$ cat src/rtl/shift_pkg.sv
// Shared types for the multi-cycle shift unit: one-hot mode,
// FSM states and the effective shift-count helper.
package shift_pkg;

    typedef enum logic [2:0] {
        MODE_NONE  = 3'b001,
        MODE_RIGHT = 3'b010,
        MODE_LEFT  = 3'b100
    } mode_e;

    typedef enum logic [1:0] {
        ST_IDLE,
        ST_SHIFT,
        ST_DONE
    } state_e;

    // Rotation wraps the count modulo WIDTH; zero fill saturates at WIDTH.
    function automatic int unsigned eff_count(
        input int unsigned amt,
        input int unsigned width,
        input logic        rot
    );
        if (rot) return amt & (width - 1);
        return (amt > width) ? width : amt;
    endfunction

endpackage

$ cat src/rtl/shift_mode_decode.sv
// Priority decode of the raw shift request lines into a one-hot mode.
// Contradictory or empty requests fall back to pass-through with err set.
module shift_mode_decode
    import shift_pkg::*;
(
    input  logic  left_i,
    input  logic  right_i,
    input  logic  no_shift_n_i,
    output mode_e mode_o,
    output logic  err_o
);

    // Pass-through request wins, then exactly-one-of left/right.
    always_comb begin
        mode_o = MODE_NONE;
        err_o  = 1'b0;
        if (!no_shift_n_i) begin
            mode_o = MODE_NONE;
        end else if (left_i && !right_i) begin
            mode_o = MODE_LEFT;
        end else if (right_i && !left_i) begin
            mode_o = MODE_RIGHT;
        end else begin
            err_o = 1'b1;
        end
    end

endmodule

$ cat src/rtl/shift_unit.sv
// Multi-cycle shifter: one bit position per clock, dual-rail result.
// Optional macro SHIFT_UNIT_ROTATE_EN adds a rotate input.
module shift_unit
    import shift_pkg::*;
#(
    parameter int unsigned WIDTH = 8,
    parameter int unsigned AMT_W = 4
) (
    input  logic             clk,
    input  logic             reset,
    input  logic             start,
    input  logic [WIDTH-1:0] Ax,
    input  logic             left,
    input  logic             right,
    input  logic             no_shift_n,
    input  logic [AMT_W-1:0] amount,
`ifdef SHIFT_UNIT_ROTATE_EN
    input  logic             rotate,
`endif
    output logic             busy,
    output logic             done,
    output logic             err,
    output logic [WIDTH-1:0] result,
    output logic [WIDTH-1:0] result_n,
    output logic             leftx,
    output logic             rightx,
    output logic             no_shiftx
);

    state_e           state_q, state_d;
    mode_e            mode_q, mode_d;
    logic [WIDTH-1:0] res_q, res_d;
    logic [AMT_W-1:0] cnt_q, cnt_d;
    logic             err_q, err_d;
    logic             rot_q, rot_d;

    mode_e            dec_mode;
    logic             dec_err;
    logic             rot_in;
    logic [AMT_W-1:0] acc_cnt;
    logic [WIDTH-1:0] shl, shr;

`ifdef SHIFT_UNIT_ROTATE_EN
    assign rot_in = rotate;
`else
    assign rot_in = 1'b0;
`endif

    shift_mode_decode u_dec (
        .left_i       (left),
        .right_i      (right),
        .no_shift_n_i (no_shift_n),
        .mode_o       (dec_mode),
        .err_o        (dec_err)
    );

    assign acc_cnt = (dec_mode == MODE_NONE) ? '0 :
        AMT_W'(eff_count(32'(amount), WIDTH, rot_in));

    assign shl = {res_q[WIDTH-2:0], rot_q & res_q[WIDTH-1]};
    assign shr = {rot_q & res_q[0], res_q[WIDTH-1:1]};

    // State and datapath registers.
    always_ff @(posedge clk) begin
        if (reset) begin
            state_q <= ST_IDLE;
            mode_q  <= MODE_NONE;
            res_q   <= '0;
            cnt_q   <= '0;
            err_q   <= 1'b0;
            rot_q   <= 1'b0;
        end else begin
            state_q <= state_d;
            mode_q  <= mode_d;
            res_q   <= res_d;
            cnt_q   <= cnt_d;
            err_q   <= err_d;
            rot_q   <= rot_d;
        end
    end

    // Accept in IDLE, one shift per cycle in SHIFT, single-cycle DONE.
    always_comb begin
        state_d = state_q;
        mode_d  = mode_q;
        res_d   = res_q;
        cnt_d   = cnt_q;
        err_d   = err_q;
        rot_d   = rot_q;
        unique case (state_q)
            ST_IDLE: begin
                if (start) begin
                    res_d   = Ax;
                    mode_d  = dec_mode;
                    err_d   = dec_err;
                    rot_d   = rot_in;
                    cnt_d   = acc_cnt;
                    state_d = (acc_cnt == '0) ? ST_DONE : ST_SHIFT;
                end
            end
            ST_SHIFT: begin
                if (mode_q == MODE_LEFT) begin
                    res_d = shl;
                end else if (mode_q == MODE_RIGHT) begin
                    res_d = shr;
                end
                cnt_d = cnt_q - AMT_W'(1);
                if (cnt_q == AMT_W'(1)) begin
                    state_d = ST_DONE;
                end
            end
            ST_DONE: begin
                state_d = ST_IDLE;
            end
            default: begin
                state_d = ST_IDLE;
            end
        endcase
    end

    assign busy      = (state_q == ST_SHIFT);
    assign done      = (state_q == ST_DONE);
    assign err       = err_q;
    assign result    = res_q;
    assign result_n  = ~res_q;
    assign leftx     = (mode_q == MODE_LEFT);
    assign rightx    = (mode_q == MODE_RIGHT);
    assign no_shiftx = (mode_q == MODE_NONE);

endmodule

$ cat config.mk
export PLATFORM = sky130hd
export DESIGN_NAME = shift_unit
export DESIGN_NICKNAME = d
export VERILOG_FILES = /design/src/rtl/shift_pkg.sv /design/src/rtl/shift_mode_decode.sv /design/src/rtl/shift_unit.sv
export SDC_FILE = /design/constraint.sdc
export NUM_CORES = 1
export LEC_CHECK = 0
export CAP_MARGIN = 0
export CORE_ASPECT_RATIO = 1.2
export CORE_MARGIN = 3
export CORE_UTILIZATION = 47
export CTS_CLUSTER_DIAMETER = 200
export CTS_CLUSTER_SIZE = 8
export DETAILED_ROUTE_END_ITERATION = 7
export PLACE_DENSITY = 0.84
export SETUP_SLACK_MARGIN = 0.02
export SLEW_MARGIN = 20
export SYNTH_ARGS = -nofsm -noshare
export SYNTH_HDL_FRONTEND = slang
export SYNTH_SLANG_ARGS = --single-unit
export TNS_END_PERCENT = 1
$ cat constraint.sdc
create_clock -name clk -period 3.82 [get_ports clk]
set_input_delay 0.764 -clock clk [delete_from_list [all_inputs] [get_ports clk]]
set_output_delay 0.764 -clock clk [all_outputs]
set_load 0.01 [all_outputs]
# Yosys cells after proc, flatten, opt, wreduce, memory -nomap -nowiden
# Index checks and enable logic that the tools add are counted.
# W data, S select, Z words.
[word_totals] output_inout_bits=22 input_bits=18 register_bits=18
[classes] n_reduce_logical=11 order_cmp=1 n_mux=18 eq_ne=10 n_bitwise=1 add_sub_neg=1
[ops] operator="$mux W8" count=3
[ops] operator="$pmux W8 S2" count=1
[ops] operator="$mux W4" count=3
[ops] operator="$mux W2" count=4
[ops] operator="$not A8 Y8" count=1
[ops] operator="$pmux W4 S2" count=1
[ops] operator="$eq A3 B1 Y1 const B" count=2
[ops] operator="$mux W3" count=2
[ops] operator="$reduce_and A2 Y1" count=3
[ops] operator="$eq A4 B1 Y1 const B" count=1
[ops] operator="$gt A4 B4 Y1 const B" count=1
[ops] operator="$logic_not A4 Y1" count=1
[ops] operator="$pmux W2 S2" count=1
[ops] operator="$sub A4 B1 Y4 const B" count=1
[ops] operator="$eq A3 B2 Y1 const B" count=1
[ops] operator="$eq A3 B3 Y1 const B" count=1
[ops] operator="$mux W1" count=3
[ops] operator="$ne A3 B1 Y1 const B" count=1
[ops] operator="$reduce_and A3 Y1" count=1
[ops] operator="$eq A2 B1 Y1 const B" count=1
[ops] operator="$eq A2 B2 Y1 const B" count=1
[ops] operator="$logic_and A1 B1 Y1" count=2
[ops] operator="$logic_not A1 Y1" count=2
[ops] operator="$logic_not A2 Y1" count=1
[ops] operator="3 further kinds" count=3

# Longest topological paths before layout
[depth] depth_word=11 mapped_depth=6

# By module
# Synthesis repeated with hierarchy kept, for this count alone.
[hier_totals] cells_unflattened=136 hier_area_um2=1072.3
[by_module_without_submodules] mod="shift_unit" area_each_um2=1014.7 seq_area_each_um2=360.3 instances=1 cells_per_inst=128
[by_module_without_submodules] mod="shift_mode_decode" area_each_um2=57.6 seq_area_each_um2=0.0 instances=1 cells_per_inst=8

# Worst setup path after synthesis
# OpenSTA, ideal clock, no wires.
[synth_path] path_kind="input to register" from="in left" to="reg state_q[1]" cell_stages=5 path_slack_ns=1.857 t_arrival_ns=1.849 n_path_buf=0 setup_ns=0.114 path_cell_list="inv_1 > ha_1 > nor3b_1 > nor3b_1 > a2111oi_0"
[synth_via] elab_chain_len=11 elab_cells_between_ends=12 cone_classes="eq/ne: 1; mux: 7; reduce/logical: 4"
[synth_lines] item="start, declared" line="shift_unit.sv:13" source="input logic left,"
[synth_lines] item="$logic_not A1 Y1" line="shift_mode_decode.sv:21" source="end else if (right_i && !left_i) begin"
[synth_lines] item="$logic_and A1 B1 Y1" line="shift_mode_decode.sv:21"
[synth_lines] item="$mux W2" line="shift_mode_decode.sv:21"
[synth_lines] item="$mux W3 (*)" line="shift_mode_decode.sv:19" source="end else if (left_i && !right_i) begin"
[synth_lines] item="$mux W3 (*)" line="shift_mode_decode.sv:17" source="if (!no_shift_n_i) begin"
[synth_lines] item="$eq A3 B1 Y1 (*)" line="shift_unit.sv:57" source="assign acc_cnt = (dec_mode == MODE_NONE) ? '0 :"
[synth_lines] item="$mux W4 (*)" line="shift_unit.sv:57"
[synth_lines] item="$logic_not A4 Y1 (*)" line="shift_unit.sv:98" source="state_d = (acc_cnt == '0) ? ST_DONE : ST_SHIFT;"
[synth_lines] item="$mux W2 (*)" line="shift_unit.sv:98"
[synth_lines] item="$mux W2 (*)" line="shift_unit.sv:92" source="if (start) begin"
[synth_lines] item="$pmux W2 S2 (*)" line="shift_unit.sv:90" source="unique case (state_q)"
[synth_lines] item="end signal, assigned" line="shift_unit.sv:73" source="state_q <= state_d;"
[synth_lines] item="end, declared" line="shift_unit.sv:30" source="state_e state_q, state_d;"
# Mark *: on every way between the ends. The rest lies on a longest branch, timed or not. The select of a mux whose other input is x is not followed.
# A chain may end at the register's enable or synchronous reset.

# Final worst setup path
[layout_path] from="reg state_q[0]" to="out busy"
[layout_via] elab_chain_len=1
[layout_lines] item="$eq A2 B1 Y1" line="shift_unit.sv:121" source="assign busy = (state_q == ST_SHIFT);"
[layout_lines] item="end, declared" line="shift_unit.sv:20" source="output logic busy,"
# No other way between the ends.

==> impl_metrics.env <==
export IMPL_ys_seq_elements=18
export IMPL_yosys_warnings=0
export IMPL_rsz0062_at_grt="no"
export IMPL_cts_root_buf="clkbuf_4"
export IMPL_n_fill_cell=164
export IMPL_wl_met3_um=135
export IMPL_start_util_pct=51.3
export IMPL_hold_ws_ps=458
export IMPL_post_cts_buffers=0
export IMPL_drive_above_1_share_pct=10.6
export IMPL_wl_per_cell_um=14.2
export IMPL_grt_max_degree=18
export IMPL_drcViolationCount=0
export IMPL_area_delta_synth_final_pct=39.9
export IMPL_clock_skew_ps=9.27
export IMPL_vias_per_cell=5.58
export IMPL_core_area_um2=2140
export IMPL_place_gp_congestion=0.773
export IMPL_regArea_um2=360
export IMPL_p_per_area_nw_per_um2=327
export IMPL_final_cell_mix="clkdlybuf4s50_1 (39), dfxtp_1 (18), nor2_1 (15)"
export IMPL_end_kind="output port"
export IMPL_leakagePower_nw=0.564
export IMPL_clock_sinks=18
export IMPL_cts_resized_gates=0
export IMPL_fin_setup_tns_ps=0
export IMPL_wl_met2_um=1480
export IMPL_antennaDiodeCount=0
export IMPL_final_common_cell="clkdlybuf4s50_1"
export IMPL_netlist_instances=131
export IMPL_dp_hpwl_um=2220
export IMPL_cp_start_kind="register"
export IMPL_cts_inserted_buffers=3
export IMPL_die_w_um=50.1
export IMPL_worstPathArrival_ps=1910
export IMPL_relSlewSlack_pct=41.3
export IMPL_clkTransAtPathRegs_ps=100
export IMPL_crit_path_max_fanout=14
export IMPL_grt_pass1_vias=1080
export IMPL_required_ps=3060
export IMPL_drv_slew=0
export IMPL_hp_class="reg2reg"
export IMPL_antenna_found_initial=0
export IMPL_vias=1116
export IMPL_die_h_um=58.9
export IMPL_h_tree_depth=1
export IMPL_criticalPathCategory="reg2out"
export IMPL_finalHoldViolCount=0
export IMPL_fin_crit_sh_pct=70.1
export IMPL_syn_area_per_cell_um2=8.38
export IMPL_io_buffer_count=39
export IMPL_drt_iter0_drc=10
export IMPL_drt_total_wl_um=2840
export IMPL_gr_usage_all_layers_pct=20.8
export IMPL_rows=18
export IMPL_grt_pass1_wl_um=4770
export IMPL_die_area_um2=2950
export IMPL_fin_crit_ps=2680
export IMPL_yosysSeqAreaShare_pct=32.8
export IMPL_cap_violations=0
export IMPL_cts_buffer_depth=2
export IMPL_multiInputGateArea_um2=654
export IMPL_firstDrtPassIters=4
export IMPL_fin_nets=193
export IMPL_synth_distinct_cells=38
export IMPL_setup_viol=0
export IMPL_overflow=0
export IMPL_finish_utilization_pct=71.8
export IMPL_outcome="complete, no violations"
export IMPL_routedLengthMet1_um=1180
export IMPL_max_freq_ghz=0.374
export IMPL_vdd_ir_drop_max_uv=231
export IMPL_clock_latency_ps=300
export IMPL_place_area_um2=1500
export IMPL_topRoutingLayerUsed="met4"
export IMPL_cts_tree="done"
export IMPL_stdcell_area_um2=1540
export IMPL_antenna_left=0
export IMPL_netlist_area_um2=1100
export IMPL_cts_hold_buf=0
export IMPL_io_pins=40
export IMPL_tightest_slew_ps=878
export IMPL_syn_num_nets=153
-- Yosys cell counts (all sizes together) --
cell | number | area share (%)
nor4 | 1 | 0.57
a221oi | 2 | 2.2
or2 | 1 | 0.57
o21ai | 3 | 1.4
nand2b | 1 | 0.80
nand3 | 5 | 2.3
a21oi | 14 | 6.4
a31oi | 1 | 1.1
xor2 | 2 | 1.6
a2111oi | 2 | 2.2
nor4b | 2 | 3.5
clkbuf | 2 | 0.68
a2111o | 4 | 4.1
buf | 2 | 1.7
o22ai | 1 | 0.57
nand2 | 9 | 3.1
nor3 | 9 | 4.6
nand3b | 1 | 0.68
and3 | 1 | 0.57
ha | 4 | 4.6
and2 | 1 | 0.57
a32o | 1 | 0.91
nor2 | 15 | 5.1
o21a | 1 | 0.68
dfxtp | 18 | 33
nor2b | 1 | 0.57
a211oi | 4 | 4.1
inv | 15 | 5.1
nor3b | 8 | 7.0
-- area by class of cell --
class                      instances  area share (%)
clock buffer                       4            2.36
inverter                          15            3.67
multi-input combinational         94            42.6
sequential                        18            23.5
tap                               30            2.44
timing repair buffer              39            25.4
-- cell families after synthesis --
| group | Yosys count | share of synthesized area (%) |
|---|---|---|
| and+or+nand+nor | 55 | 29.9 |
| AOI/OAI and AO/OA | 33 | 23.6 |
| xor gates and xnor gates | 2 | 1.60 |
| DFF | 18 | 32.8 |
| adders and majority gates | 4 | 4.56 |
| buffers and inverters | 19 | 7.53 |
-- where the power goes --
group	switching, mW	leakage [nW]	total, mW	internal (mW)
logic	0.0756	0.395	0.159	0.0830
registers	0.0184	0.148	0.222	0.204
clock network	0.0625	0.0210	0.121	0.0581
total	0.157	0.564	0.501	0.345
-- critical path, stage by stage, from the launching register on --
cell and delay [ps]:
dfxtp_1 520, nand2b_2 280, inv_2 240, clkdlybuf4s50_1 570
-- metal layers --
| metal | track usage [%] | vias up |
|---|---|---|
| li1 | - | 547 |
| met1 | 21.4 | 526 |
| met4 | 8.30 | 0 |
| met5 | 0 | - |
| met2 | 41.8 | 39 |
| met3 | 2.28 | 4 |
-- flip-flops by register name (all words and copies together) (netlist names) --
| name | cells |
|---|---|
| err | 1 |
| result | 8 |
| state_q | 2 |
| cnt_q | 4 |
| mode_q | 3 |
-- final timing paths --
check	from	to	slack, ps	cells past startpoint
max reg2reg	mode_q[1]	result[1]	1990	4
min	err	err	460	2
min reg2reg	err	err	460	2
max	state_q[0]	busy	1140	3
-- through the flow --
stage          instances  setup WS [ps]  power (mW)
5_1_grt              200           1050       0.530
3_5_place_dp         196           1120       0.386
6_report             200           1140       0.501
3_3_place_gp         196           1290       0.380
2_1_floorplan        131           1860       0.312
4_1_cts              200           1130       0.505
No activity file was read; power rests on OpenSTA's default activity.
